$ cat config.mk
export PLATFORM = sky130hd
export DESIGN_NAME = shift_issue_unit
export DESIGN_NICKNAME = d
export VERILOG_FILES = /design/src/rtl/shift_pkg.sv /design/src/rtl/shift_funct_decoder.sv /design/src/rtl/shift_issue_unit.sv
export SDC_FILE = /design/constraint.sdc
export NUM_CORES = 1
export LEC_CHECK = 0
export BUFFER_PORTS_ARGS = -buffer_cell sky130_fd_sc_hd__buf_2
export CORE_MARGIN = 8
export CORE_UTILIZATION = 39
export CTS_BUF_LIST = sky130_fd_sc_hd__clkbuf_16
export DETAILED_ROUTE_END_ITERATION = 10
export GPL_TIMING_DRIVEN = 0
export PLACE_DENSITY = 0.88
export SYNTH_ARGS = -nofsm -noshare
export SYNTH_HDL_FRONTEND = slang
export SYNTH_SLANG_ARGS = --single-unit
$ cat constraint.sdc
create_clock -name clk -period 2.8 [get_ports clk]
set_clock_uncertainty 0.1 [all_clocks]
set_input_delay 0.28 -clock clk [delete_from_list [all_inputs] [get_ports clk]]
set_output_delay 0.28 -clock clk [all_outputs]
set_load 0.01 [all_outputs]
$ cat src/rtl/shift_pkg.sv
`default_nettype none
// ============================================================================
//  Module      : shift_pkg
//  Description : Shared types and encodings for the shift issue unit:
//                sequencer state, shift-box select codes and R-type funct
//                values for the shift instructions.
//  Revision    : 1.0 - initial release
// ============================================================================
package shift_pkg;

  // Sequencer state
  typedef enum logic [1:0] {
    ST_IDLE  = 2'd0,
    ST_LOAD  = 2'd1,
    ST_SHIFT = 2'd2,
    ST_DONE  = 2'd3
  } state_t;

  // Shift-box select codes
  localparam logic [2:0] SH_SLL  = 3'b000;
  localparam logic [2:0] SH_SLLV = 3'b001;
  localparam logic [2:0] SH_SRA  = 3'b010;
  localparam logic [2:0] SH_SRAV = 3'b011;
  localparam logic [2:0] SH_SRL  = 3'b100;

  // R-type funct fields for the shift instructions
  localparam logic [5:0] F_SLL  = 6'b000000;
  localparam logic [5:0] F_SRL  = 6'b000010;
  localparam logic [5:0] F_SRA  = 6'b000011;
  localparam logic [5:0] F_SLLV = 6'b000100;
  localparam logic [5:0] F_SRLV = 6'b000110;
  localparam logic [5:0] F_SRAV = 6'b000111;

endpackage
`default_nettype wire

$ cat src/rtl/shift_funct_decoder.sv
`default_nettype none
// ============================================================================
//  Module      : shift_funct_decoder
//  Description : Combinational funct decode to shift-box select code, a
//                legality flag and a flag choosing rs[4:0] as shift amount.
//                Optional macro SHIFT_SRLV_EN makes SRLV legal (issued as
//                SRL with the shift amount taken from rs).
//  Revision    : 1.0 - initial release
// ============================================================================
module shift_funct_decoder
  import shift_pkg::*;
(
  input  logic [5:0] i_funct,
  output logic [2:0] o_code,
  output logic       o_legal,
  output logic       o_use_rs_shamt
);

  // Map funct to select code; anything unrecognised is illegal
  always_comb begin
    o_code         = SH_SLL;
    o_legal        = 1'b1;
    o_use_rs_shamt = 1'b0;
    case (i_funct)
      F_SLL:  o_code = SH_SLL;
      F_SLLV: o_code = SH_SLLV;
      F_SRA:  o_code = SH_SRA;
      F_SRAV: o_code = SH_SRAV;
      F_SRL:  o_code = SH_SRL;
`ifdef SHIFT_SRLV_EN
      // SRLV reuses the immediate SRL path with the amount sourced from rs
      F_SRLV: begin
        o_code         = SH_SRL;
        o_use_rs_shamt = 1'b1;
      end
`endif
      default: o_legal = 1'b0;
    endcase
  end

endmodule
`default_nettype wire

$ cat src/rtl/shift_issue_unit.sv
`default_nettype none
// ============================================================================
//  Module      : shift_issue_unit
//  Description : Multicycle sequencer around the combinational shift box.
//                Registers a decoded shift instruction, presents operands to
//                the shift box, captures the result and holds it for the
//                register-bank writeback port under a valid/ack handshake.
//                Optional macro SHIFT_SRLV_EN enables the SRLV funct.
//  Revision    : 1.0 - initial release
// ============================================================================
module shift_issue_unit
  import shift_pkg::*;
#(
  parameter int DATA_W  = 32,
  parameter int SHAMT_W = 5
) (
  input  logic              clk,
  input  logic              reset,
  input  logic              start,
  output logic              ready,
  input  logic [5:0]        funct,
  input  logic [SHAMT_W-1:0] shamt_in,
  input  logic [DATA_W-1:0] rs_val,
  input  logic [DATA_W-1:0] rt_val,
  input  logic [4:0]        rd_in,
  output logic [DATA_W-1:0] sh_entrada1,
  output logic [DATA_W-1:0] sh_entrada2,
  output logic [SHAMT_W-1:0] sh_shamt,
  output logic [2:0]        sh_code,
  input  logic [DATA_W-1:0] sh_saida,
  output logic              wb_valid,
  output logic [DATA_W-1:0] wb_data,
  output logic [4:0]        wb_rd,
  input  logic              wb_ack,
  output logic              illegal
);

  logic [2:0]         w_code;
  logic               w_legal;
  logic               w_use_rs_shamt;
  logic               w_unused_rs_hi;

  state_t             r_state;
  logic               r_ready;
  logic               r_illegal;
  logic               r_wb_valid;
  logic [DATA_W-1:0]  r_op1;
  logic [DATA_W-1:0]  r_op2;
  logic [SHAMT_W-1:0] r_shamt;
  logic [2:0]         r_code;
  logic [4:0]         r_rd;
  logic [DATA_W-1:0]  r_wb_data;
  logic [4:0]         r_wb_rd;

  shift_funct_decoder u_decoder (
    .i_funct        (funct),
    .o_code         (w_code),
    .o_legal        (w_legal),
    .o_use_rs_shamt (w_use_rs_shamt)
  );

  // Only rs[4:0] feeds the shift box; upper bits are deliberately dropped
  assign w_unused_rs_hi = ^rs_val[DATA_W-1:SHAMT_W];

  // Sequencer: accept, present operands, capture result, hold for writeback
  always_ff @(posedge clk or posedge reset) begin
    if (reset) begin
      r_state    <= ST_IDLE;
      r_ready    <= 1'b1;
      r_illegal  <= 1'b0;
      r_wb_valid <= 1'b0;
      r_op1      <= '0;
      r_op2      <= '0;
      r_shamt    <= '0;
      r_code     <= '0;
      r_rd       <= '0;
      r_wb_data  <= '0;
      r_wb_rd    <= '0;
    end else begin
      r_illegal <= 1'b0;
      case (r_state)
        ST_IDLE: begin
          if (start) begin
            if (w_legal) begin
              r_op1   <= rt_val;
              // Zero-extend rs[4:0] so variable shifts never see upper bits
              r_op2   <= {{(DATA_W-SHAMT_W){1'b0}}, rs_val[SHAMT_W-1:0]};
              r_shamt <= w_use_rs_shamt ? rs_val[SHAMT_W-1:0] : shamt_in;
              r_rd    <= rd_in;
              r_code  <= w_code;
              r_ready <= 1'b0;
              r_state <= ST_LOAD;
            end else begin
              r_illegal <= 1'b1;
            end
          end
        end
        ST_LOAD: begin
          // Operands are on the shift box inputs this cycle; result settles
          r_state <= ST_SHIFT;
        end
        ST_SHIFT: begin
          r_wb_data <= sh_saida;
          r_wb_rd   <= r_rd;
          if (r_rd == 5'd0) begin
            // Writes to r0 are dropped without a writeback request
            r_ready <= 1'b1;
            r_state <= ST_IDLE;
          end else begin
            r_wb_valid <= 1'b1;
            r_state    <= ST_DONE;
          end
        end
        ST_DONE: begin
          if (wb_ack) begin
            r_wb_valid <= 1'b0;
            r_ready    <= 1'b1;
            r_state    <= ST_IDLE;
          end
        end
        default: begin
          r_ready <= 1'b1;
          r_state <= ST_IDLE;
        end
      endcase
    end
  end

  assign ready       = r_ready;
  assign illegal     = r_illegal;
  assign wb_valid    = r_wb_valid;
  assign wb_data     = r_wb_data;
  assign wb_rd       = r_wb_rd;
  assign sh_entrada1 = r_op1;
  assign sh_entrada2 = r_op2;
  assign sh_shamt    = r_shamt;
  assign sh_code     = r_code;

endmodule
`default_nettype wire

==> results of run 1 <==
timing repair:
item | in CTS | in global routing
setup endpoints to repair | 0 | 0
hold buffers | 1 | 0
endpoints found under the hold margin | 18 | 0
final timing paths:
kind                                  from              end  slack (ns)  depth (start not counted)
max in group asynchronous            reset      wb_data[12]        1.61                          4
min in group asynchronous            reset  sh_entrada1[26]        0.35                          3
setup reg to reg                r_state[0]      sh_shamt[3]        0.88                          5
setup / recovery                r_state[0]      sh_shamt[3]        0.88                          5
hold reg to reg            sh_entrada1[31]  sh_entrada1[31]        0.40                          1
hold / removal                    rd_in[0]          r_rd[0]        0.08                          2
cell type report:
type	count	area, µm²
plain buffers	36	260
clock buffers	9	225
clock inverters	7	106
fillers	809	4320
inverters	4	17.5
multi-input cells	141	1290
flip-flops and latches	92	2300
well taps	133	166
repair buffers	175	903
state kept, by name, summed over array words and instances (netlist names):
signal,cells
illegal,1
wb_valid,1
sh_entrada1,32
wb_rd,5
sh_entrada2,5
wb_data,32
sh_code,3
sh_shamt,5
r_rd,5
r_state,2
ready,1
through the flow:
| step | hold WS (ns) | instances | setup TNS (ns) | utilization [%] | setup WS (ns) |
|---|---|---|---|---|---|
| 6_report | 0.0772 | 597 | 0 | 55.0 | 0.877 |
| 5_1_grt | 0.0622 | 597 | 0 | 55.0 | 0.764 |
| 4_1_cts | 0.0594 | 597 | 0 | 55.0 | 0.830 |
| 3_5_place_dp | 0.138 | 580 | 0 | 51.4 | 0.766 |
| 3_3_place_gp | 0.383 | 579 | -75.97 | 51.1 | -0.841 |
| 2_1_floorplan | 0.320 | 273 | 0 | - | 0.0297 |
cell usage after synthesis, drive strengths merged:
cell and instances:
nand3 3, conb 1, buf 36, o31a 1, dfrtp 91, nand3b 1
or4 1, dfstp 1, nor2b 1, nor3 1, a22o 1, o2111a 1
inv 4, a21oi 1, nand4 1, a31oi 1, a41oi 1, o21ai 3
nand2b 2, a32o 1, mux2 84, o2bb2ai 1, o311ai 1, nor3b 2
nor2 2, nand2 3, and2 1
cells in the final DEF, fill, tap and decap left out, types with 2 or more instances in the layout:
cell type                   Yosys  final
sky130_fd_sc_hd__buf_2          7    180
sky130_fd_sc_hd__dfrtp_1       91     91
sky130_fd_sc_hd__mux2_2        76     76
sky130_fd_sc_hd__buf_4         27     27
sky130_fd_sc_hd__conb_1         1     27
sky130_fd_sc_hd__clkbuf_16      0      9
sky130_fd_sc_hd__mux2_4         8      8
sky130_fd_sc_hd__inv_1          4      4
sky130_fd_sc_hd__nand3_1        3      3
sky130_fd_sc_hd__nand2_1        3      3
sky130_fd_sc_hd__o21ai_0        3      3
sky130_fd_sc_hd__bufinv_16      0      3
sky130_fd_sc_hd__nand2b_1       2      2
sky130_fd_sc_hd__buf_6          2      2
sky130_fd_sc_hd__nor2_1         2      2
sky130_fd_sc_hd__clkinv_1       0      2
cells by family (layout without fill, tap and decap cells):
kind of cell | count (synthesis) | in the layout | share of synthesized area [%]
flip-flops | 92 | 92 | 61.1
AO/OA/AOI/OAI | 12 | 12 | 2.42
AND/OR/NAND/NOR | 18 | 18 | 3.25
multiplexers | 84 | 84 | 25.9
buffers and inverters | 40 | 231 | 7.30
other | 1 | 27 | 0.0994
power groups by stage:
| stage | clock [µW] | sequential [µW] | combinational [µW] |
|---|---|---|---|
| 2_1_floorplan | 0 | 2540 | 947 |
| 3_3_place_gp | 0 | 2240 | 2030 |
| 3_5_place_dp | 0 | 2290 | 2100 |
| 4_1_cts | 1380 | 2270 | 2100 |
| 5_1_grt | 1440 | 2350 | 2230 |
| 6_report | 1330 | 2260 | 2050 |
worst max-delay path: cells and delay by family, from the launching register on:
family	cells	cell delay [ns]
and+or+nand+nor	2	0.60
buffers and inverters	2	0.37
muxes	1	0.30
DFF	1	0.45
metal layers:
metal	vias to the layer above	track usage, %
li1	1237	-
met1	1278	14.0
met2	111	26.1
met3	12	6.17
met4	0	6.03
met5	-	0
==> run_summary.xml, run 1 <==
<?xml version="1.0" encoding="UTF-8"?>
<metrics>
  <group name="cts">
    <metric name="clock_tree.htree_level_count" unit="">3</metric>
    <metric name="postCtsResizedCells" unit="">0</metric>
    <metric name="cts_setup_buffers" unit="">0</metric>
    <metric name="numClockSinks" unit="">92</metric>
    <metric name="ctsLongestPathBuffers" unit="">2</metric>
    <metric name="clock_tree_from_tritoncts" unit="">built</metric>
    <metric name="clk_pin_slew_worst_paths" unit="ns">0.06</metric>
    <metric name="clock-root-buffer" unit="">sky130_fd_sc_hd__clkbuf_16</metric>
    <metric name="worst_skew_pair.late_latency" unit="ns">0.33</metric>
    <metric name="tritoncts.num_buffers" unit="">9</metric>
  </group>
  <group name="die">
    <metric name="die_h" unit="µm">114</metric>
    <metric name="rows" unit="">36</metric>
    <metric name="floorplan.die.width" unit="µm">114</metric>
    <metric name="ioPinCount" unit="">228</metric>
    <metric name="starting_density_of_the_core" unit="%">39.3</metric>
    <metric name="core_area" unit="µm²">9590</metric>
    <metric name="die_area" unit="µm²">13100</metric>
  </group>
  <group name="synthesis">
    <metric name="synth.yosys.seq_area_share" unit="%">61.1</metric>
    <metric name="postSynthAreaPerCell" unit="µm²">15.3</metric>
    <metric name="synth_top_cell_area_share" unit="%">60.4</metric>
    <metric name="synth_area_leaders" unit="">sky130_fd_sc_hd__dfrtp_1 60%, sky130_fd_sc_hd__mux2_2 23%, sky130_fd_sc_hd__buf_4 5.4%</metric>
    <metric name="synth.cell_area" unit="µm²">3770</metric>
    <metric name="synth_cell_type_count" unit="">31</metric>
    <metric name="cell_type_with_the_largest_total_area_after_synthesis" unit="">sky130_fd_sc_hd__dfrtp_1</metric>
    <metric name="synth.ff_latch_count" unit="">92</metric>
    <metric name="synthCells" unit="">247</metric>
    <metric name="yosys_warnings" unit="">0</metric>
  </group>
  <group name="power_and_ir_drop">
    <metric name="clock_power_share" unit="%">23.6</metric>
    <metric name="power_report.internal_total" unit="µW">3910</metric>
    <metric name="swShare" unit="%">30.7</metric>
    <metric name="power_leakage" unit="µW">0.00281</metric>
    <metric name="peakVddDrop" unit="mV">0.460</metric>
    <metric name="power.density_cell_area" unit="nW/µm²">1070</metric>
    <metric name="sequential_group_share_of_total_power" unit="%">40.1</metric>
    <metric name="total_switching_power" unit="µW">1730</metric>
    <metric name="comb_power_share" unit="%">36.4</metric>
    <metric name="power.total" unit="µW">5640</metric>
  </group>
  <group name="timing">
    <metric name="timing.final.setup_violations" unit="">0</metric>
    <metric name="min_period_over_period" unit="%">68.7</metric>
    <metric name="period_minus_slack" unit="ns">1.92</metric>
    <metric name="timing.max_slew.rel_slack" unit="%">66.3</metric>
    <metric name="worstMarginPinSlew" unit="ns">0.502</metric>
    <metric name="finalHoldViolations" unit="">0</metric>
    <metric name="highest_clock_rate" unit="GHz">0.520</metric>
    <metric name="grt_setup_unrepaired" unit="">no</metric>
    <metric name="timing.final.max_slew_violations" unit="">0</metric>
  </group>
  <group name="global_routing">
    <metric name="grt_pass1_vias" unit="">3052</metric>
    <metric name="grt_usage" unit="%">14.4</metric>
    <metric name="grt_first_pass_wirelength" unit="mm">14.8</metric>
    <metric name="overflow" unit="">0</metric>
    <metric name="grt_antenna_before_repair" unit="">0</metric>
    <metric name="pin_count_of_the_biggest_net_entering_global_routing" unit="">75</metric>
  </group>
  <group name="placed_design">
    <metric name="gpl.final_weighted_congestion" unit="">0.726</metric>
    <metric name="buffer_ports.inserted" unit="">173</metric>
    <metric name="postPlaceCellArea" unit="µm²">4930</metric>
    <metric name="dp_hpwl" unit="mm">7.30</metric>
  </group>
  <group name="layout">
    <metric name="final_cell_area" unit="µm²">5270</metric>
    <metric name="insertedDiodeCount" unit="">0</metric>
    <metric name="area_growth" unit="%">39.8</metric>
    <metric name="layout_cell_share_with_drive_strength_beyond_1" unit="%">67.2</metric>
    <metric name="fin_nets" unit="">575</metric>
  </group>
  <group name="critical_path">
    <metric name="timing.setup.critical_path_class" unit="">register to register</metric>
    <metric name="critical_path_arrival" unit="ns">2.04</metric>
    <metric name="cpMostUsedCell" unit="">sky130_fd_sc_hd__buf_6</metric>
    <metric name="crit_path_top_delay_cell" unit="">sky130_fd_sc_hd__dfrtp_1</metric>
    <metric name="crit_chain" unit="">nor3b_4, nand4_2, buf_6, buf_6, mux2_4</metric>
    <metric name="worst-endpoint-required" unit="ns">2.91</metric>
    <metric name="cp_max_fo" unit="">10</metric>
    <metric name="max_stage_delay" unit="ns">0.45</metric>
    <metric name="end_kind" unit="">register</metric>
    <metric name="critical_path.startpoint_type" unit="">register</metric>
  </group>
  <group name="routing">
    <metric name="detail_route.wirelength" unit="mm">9.11</metric>
    <metric name="met2RoutedLength" unit="mm">4.82</metric>
    <metric name="via_count" unit="">2638</metric>
    <metric name="drt_pre_antenna_iters" unit="">4</metric>
    <metric name="wirelength_met1" unit="mm">3.19</metric>
    <metric name="met3WireLength" unit="µm">966</metric>
    <metric name="via_density_per_instance" unit="">4.42</metric>
    <metric name="drt_drc_violations_left" unit="">0</metric>
    <metric name="detailedRoute.firstIterationViolations" unit="">75</metric>
    <metric name="final_antenna_net_count" unit="">0</metric>
    <metric name="top_layer" unit="">met4</metric>
    <metric name="average_routed_wire_per_standard_cell" unit="µm">15.3</metric>
  </group>
  <group name="run_status">
    <metric name="outcome" unit="">complete, no violations</metric>
  </group>
  <group name="run">
    <metric name="maxCapViolCount" unit="">0</metric>
  </group>
  <group name="hold_path">
    <metric name="class_of_the_tightest_hold_or_removal_check" unit="">input pin to register</metric>
  </group>
</metrics>
Note: power is estimated with default switching activity, not from simulation.
==> run 2, diff against run 1 <==
- CORE_UTILIZATION: 39 -> 43
- PLACE_DENSITY: 0.88 -> 0.92
- clock period: 2.8 -> 1.8 ns (I/O delays scaled with it)
==> run_summary.xml, run 2 (synthesized netlist as in run 1, its figures left out) <==
<?xml version="1.0" encoding="UTF-8"?>
<metrics>
  <group name="global_routing">
    <metric name="grt_antenna_before_repair" unit="">2</metric>
    <metric name="overflow" unit="">0</metric>
    <metric name="pin_count_of_the_biggest_net_entering_global_routing" unit="">42</metric>
    <metric name="grt_pass1_vias" unit="">3336</metric>
    <metric name="grt_first_pass_wirelength" unit="mm">16.9</metric>
    <metric name="grt_usage" unit="%">18.1</metric>
  </group>
  <group name="layout">
    <metric name="final_cell_mix" unit="">177 x sky130_fd_sc_hd__buf_2, 90 x sky130_fd_sc_hd__dfrtp_1, 80 x sky130_fd_sc_hd__dlygate4sd3_1</metric>
    <metric name="fin_nets" unit="">659</metric>
    <metric name="layout.cells.non_filler" unit="">658</metric>
    <metric name="area_growth" unit="%">60.6</metric>
    <metric name="layout_commonest_cell" unit="">sky130_fd_sc_hd__buf_2</metric>
    <metric name="layout_cell_share_with_drive_strength_beyond_1" unit="%">58.0</metric>
  </group>
  <group name="power_and_ir_drop">
    <metric name="peakVddDrop" unit="mV">0.931</metric>
    <metric name="power.total" unit="µW">8750</metric>
    <metric name="power.density_cell_area" unit="nW/µm²">1440</metric>
    <metric name="power_leakage" unit="µW">0.00312</metric>
  </group>
  <group name="cts">
    <metric name="tritoncts.num_buffers" unit="">9</metric>
    <metric name="clock_tree.htree_level_count" unit="">3</metric>
    <metric name="clk_pin_slew_worst_paths" unit="ns">0.06</metric>
    <metric name="clock_tree_from_tritoncts" unit="">built</metric>
    <metric name="numClockSinks" unit="">92</metric>
    <metric name="ctsLongestPathBuffers" unit="">2</metric>
    <metric name="clock-root-buffer" unit="">sky130_fd_sc_hd__clkbuf_16</metric>
    <metric name="worst_skew_pair.late_latency" unit="ns">0.33</metric>
  </group>
  <group name="timing">
    <metric name="worstMarginPinSlew" unit="ns">0.603</metric>
    <metric name="highest_clock_rate" unit="GHz">0.578</metric>
    <metric name="timing.max_slew.rel_slack" unit="%">59.6</metric>
    <metric name="finalHoldViolations" unit="">0</metric>
    <metric name="setup_ws" unit="ns">0.0703</metric>
    <metric name="grt_setup_unrepaired" unit="">no</metric>
    <metric name="timing.final.max_slew_violations" unit="">0</metric>
    <metric name="timing.final.setup_violations" unit="">0</metric>
    <metric name="period_minus_slack" unit="ns">1.73</metric>
    <metric name="min_period_over_period" unit="%">96.1</metric>
  </group>
  <group name="routing">
    <metric name="via_density_per_instance" unit="">4.56</metric>
    <metric name="average_routed_wire_per_standard_cell" unit="µm">16.5</metric>
    <metric name="drt_drc_violations_left" unit="">0</metric>
    <metric name="detail_route.wirelength" unit="mm">10.9</metric>
    <metric name="final_antenna_net_count" unit="">0</metric>
    <metric name="drt_pre_antenna_iters" unit="">4</metric>
    <metric name="via_count" unit="">3001</metric>
    <metric name="detailedRoute.firstIterationViolations" unit="">113</metric>
  </group>
  <group name="critical_path">
    <metric name="timing.setup.critical_path_class" unit="">register to register</metric>
    <metric name="critical_path_arrival" unit="ns">1.84</metric>
    <metric name="r2r_slack" unit="ns">0.07</metric>
    <metric name="critical_path.startpoint_type" unit="">register</metric>
    <metric name="end_kind" unit="">register</metric>
    <metric name="cp_max_fo" unit="">10</metric>
    <metric name="worst-endpoint-required" unit="ns">1.91</metric>
    <metric name="critical_path.startpoint" unit="">r_state[0]</metric>
    <metric name="worstReg2RegStart" unit="">r_state[0]</metric>
  </group>
  <group name="die">
    <metric name="core_area" unit="µm²">8640</metric>
    <metric name="ioPinCount" unit="">228</metric>
    <metric name="die_h" unit="µm">110</metric>
    <metric name="rows" unit="">34</metric>
    <metric name="starting_density_of_the_core" unit="%">43.7</metric>
    <metric name="die_area" unit="µm²">12000</metric>
    <metric name="floorplan.die.width" unit="µm">110</metric>
  </group>
  <group name="placed_design">
    <metric name="buffer_ports.inserted" unit="">173</metric>
    <metric name="pre_cts_setup_slack" unit="ns">-0.147</metric>
    <metric name="dp_hpwl" unit="mm">7.09</metric>
    <metric name="place_inst" unit="">556</metric>
    <metric name="gpl.final_weighted_congestion" unit="">0.726</metric>
  </group>
  <group name="run">
    <metric name="maxCapViolCount" unit="">0</metric>
  </group>
  <group name="hold_path">
    <metric name="class_of_the_tightest_hold_or_removal_check" unit="">input pin to register</metric>
    <metric name="hold_crit_start" unit="">funct[1]</metric>
  </group>
  <group name="run_status">
    <metric name="outcome" unit="">complete, no violations</metric>
  </group>
</metrics>
## run 2: changes by cell type in the layout (fill, tap and decap cells not counted), moves of 3 or more
cell and change:
sky130_fd_sc_hd__buf_4 +5, sky130_fd_sc_hd__buf_2 -3, sky130_fd_sc_hd__dlygate4sd3_1 +79, sky130_fd_sc_hd__clkinvlp_4 +3
## run 2: critical path, cell delays in order, from the launching register on
cell,delay (ns)
sky130_fd_sc_hd__dfrtp_2,0.45
sky130_fd_sc_hd__nor3b_4,0.26
sky130_fd_sc_hd__nand4_4,0.17
sky130_fd_sc_hd__buf_8,0.18
sky130_fd_sc_hd__buf_6,0.15
sky130_fd_sc_hd__mux2_4,0.30
## run 2: final timing paths
kind,endpoint,depth (start not counted)
worst max-delay path,sh_shamt[3],5
worst min-delay path,sh_code[1],2
worst max register to register,sh_shamt[3],5
worst min register to register,wb_data[15],1
max in group asynchronous,ready,4
min in group asynchronous,sh_entrada1[22],3
## run 2: timing repair
| action | in CTS | in global routing |
|---|---|---|
| setup endpoints to repair | 58 | 28 |
| hold buffers | 80 | 0 |
| resized for setup | 1 | 6 |
| pin swaps | 1 | 1 |
| setup buffers | 1 | 3 |
| hold endpoints to repair | 95 | 0 |
## run 2: cell type report
cell class              count  area [µm²]
repair buffers            259        1740
multi-input cells         141        1300
plain buffers              36         272
clock inverters             7        60.1
inverters                   4        18.8
clock buffers               9         225
diodes                      2        5.00
well taps                 108         135
flip-flops and latches     92        2300
fillers                   568        2580
## run 2: power breakdown
part,internal [µW],total (µW),switching [µW]
logic,1860,3420,1550
clock network,1060,1790,731
registers,3030,3550,512
## run 2: through the flow
step                util, %  instance area, µm²  hold WS [ns]  setup TNS (ns)
floorplan                 -                3870         0.220               0
global placement       56.4                4870         0.311           -9.90
detailed placement     56.9                4910         0.126           -3.00
CTS                    69.6                6010        0.0428               0
global route           70.2                6060        0.0574               0
finish                 70.2                6060        0.0588               0
## run 2: routing by layer
| layer | vias to the layer above | global-route usage (%) | part of all wire (%) |
|---|---|---|---|
| met1 | 1447 | 20.3 | 38 |
| met2 | 134 | 31.5 | 51 |
| met5 | - | 0 | 0 |
| met4 | 0 | 6.08 | 1.6 |
| met3 | 13 | 6.39 | 9.4 |
| li1 | 1407 | - | - |
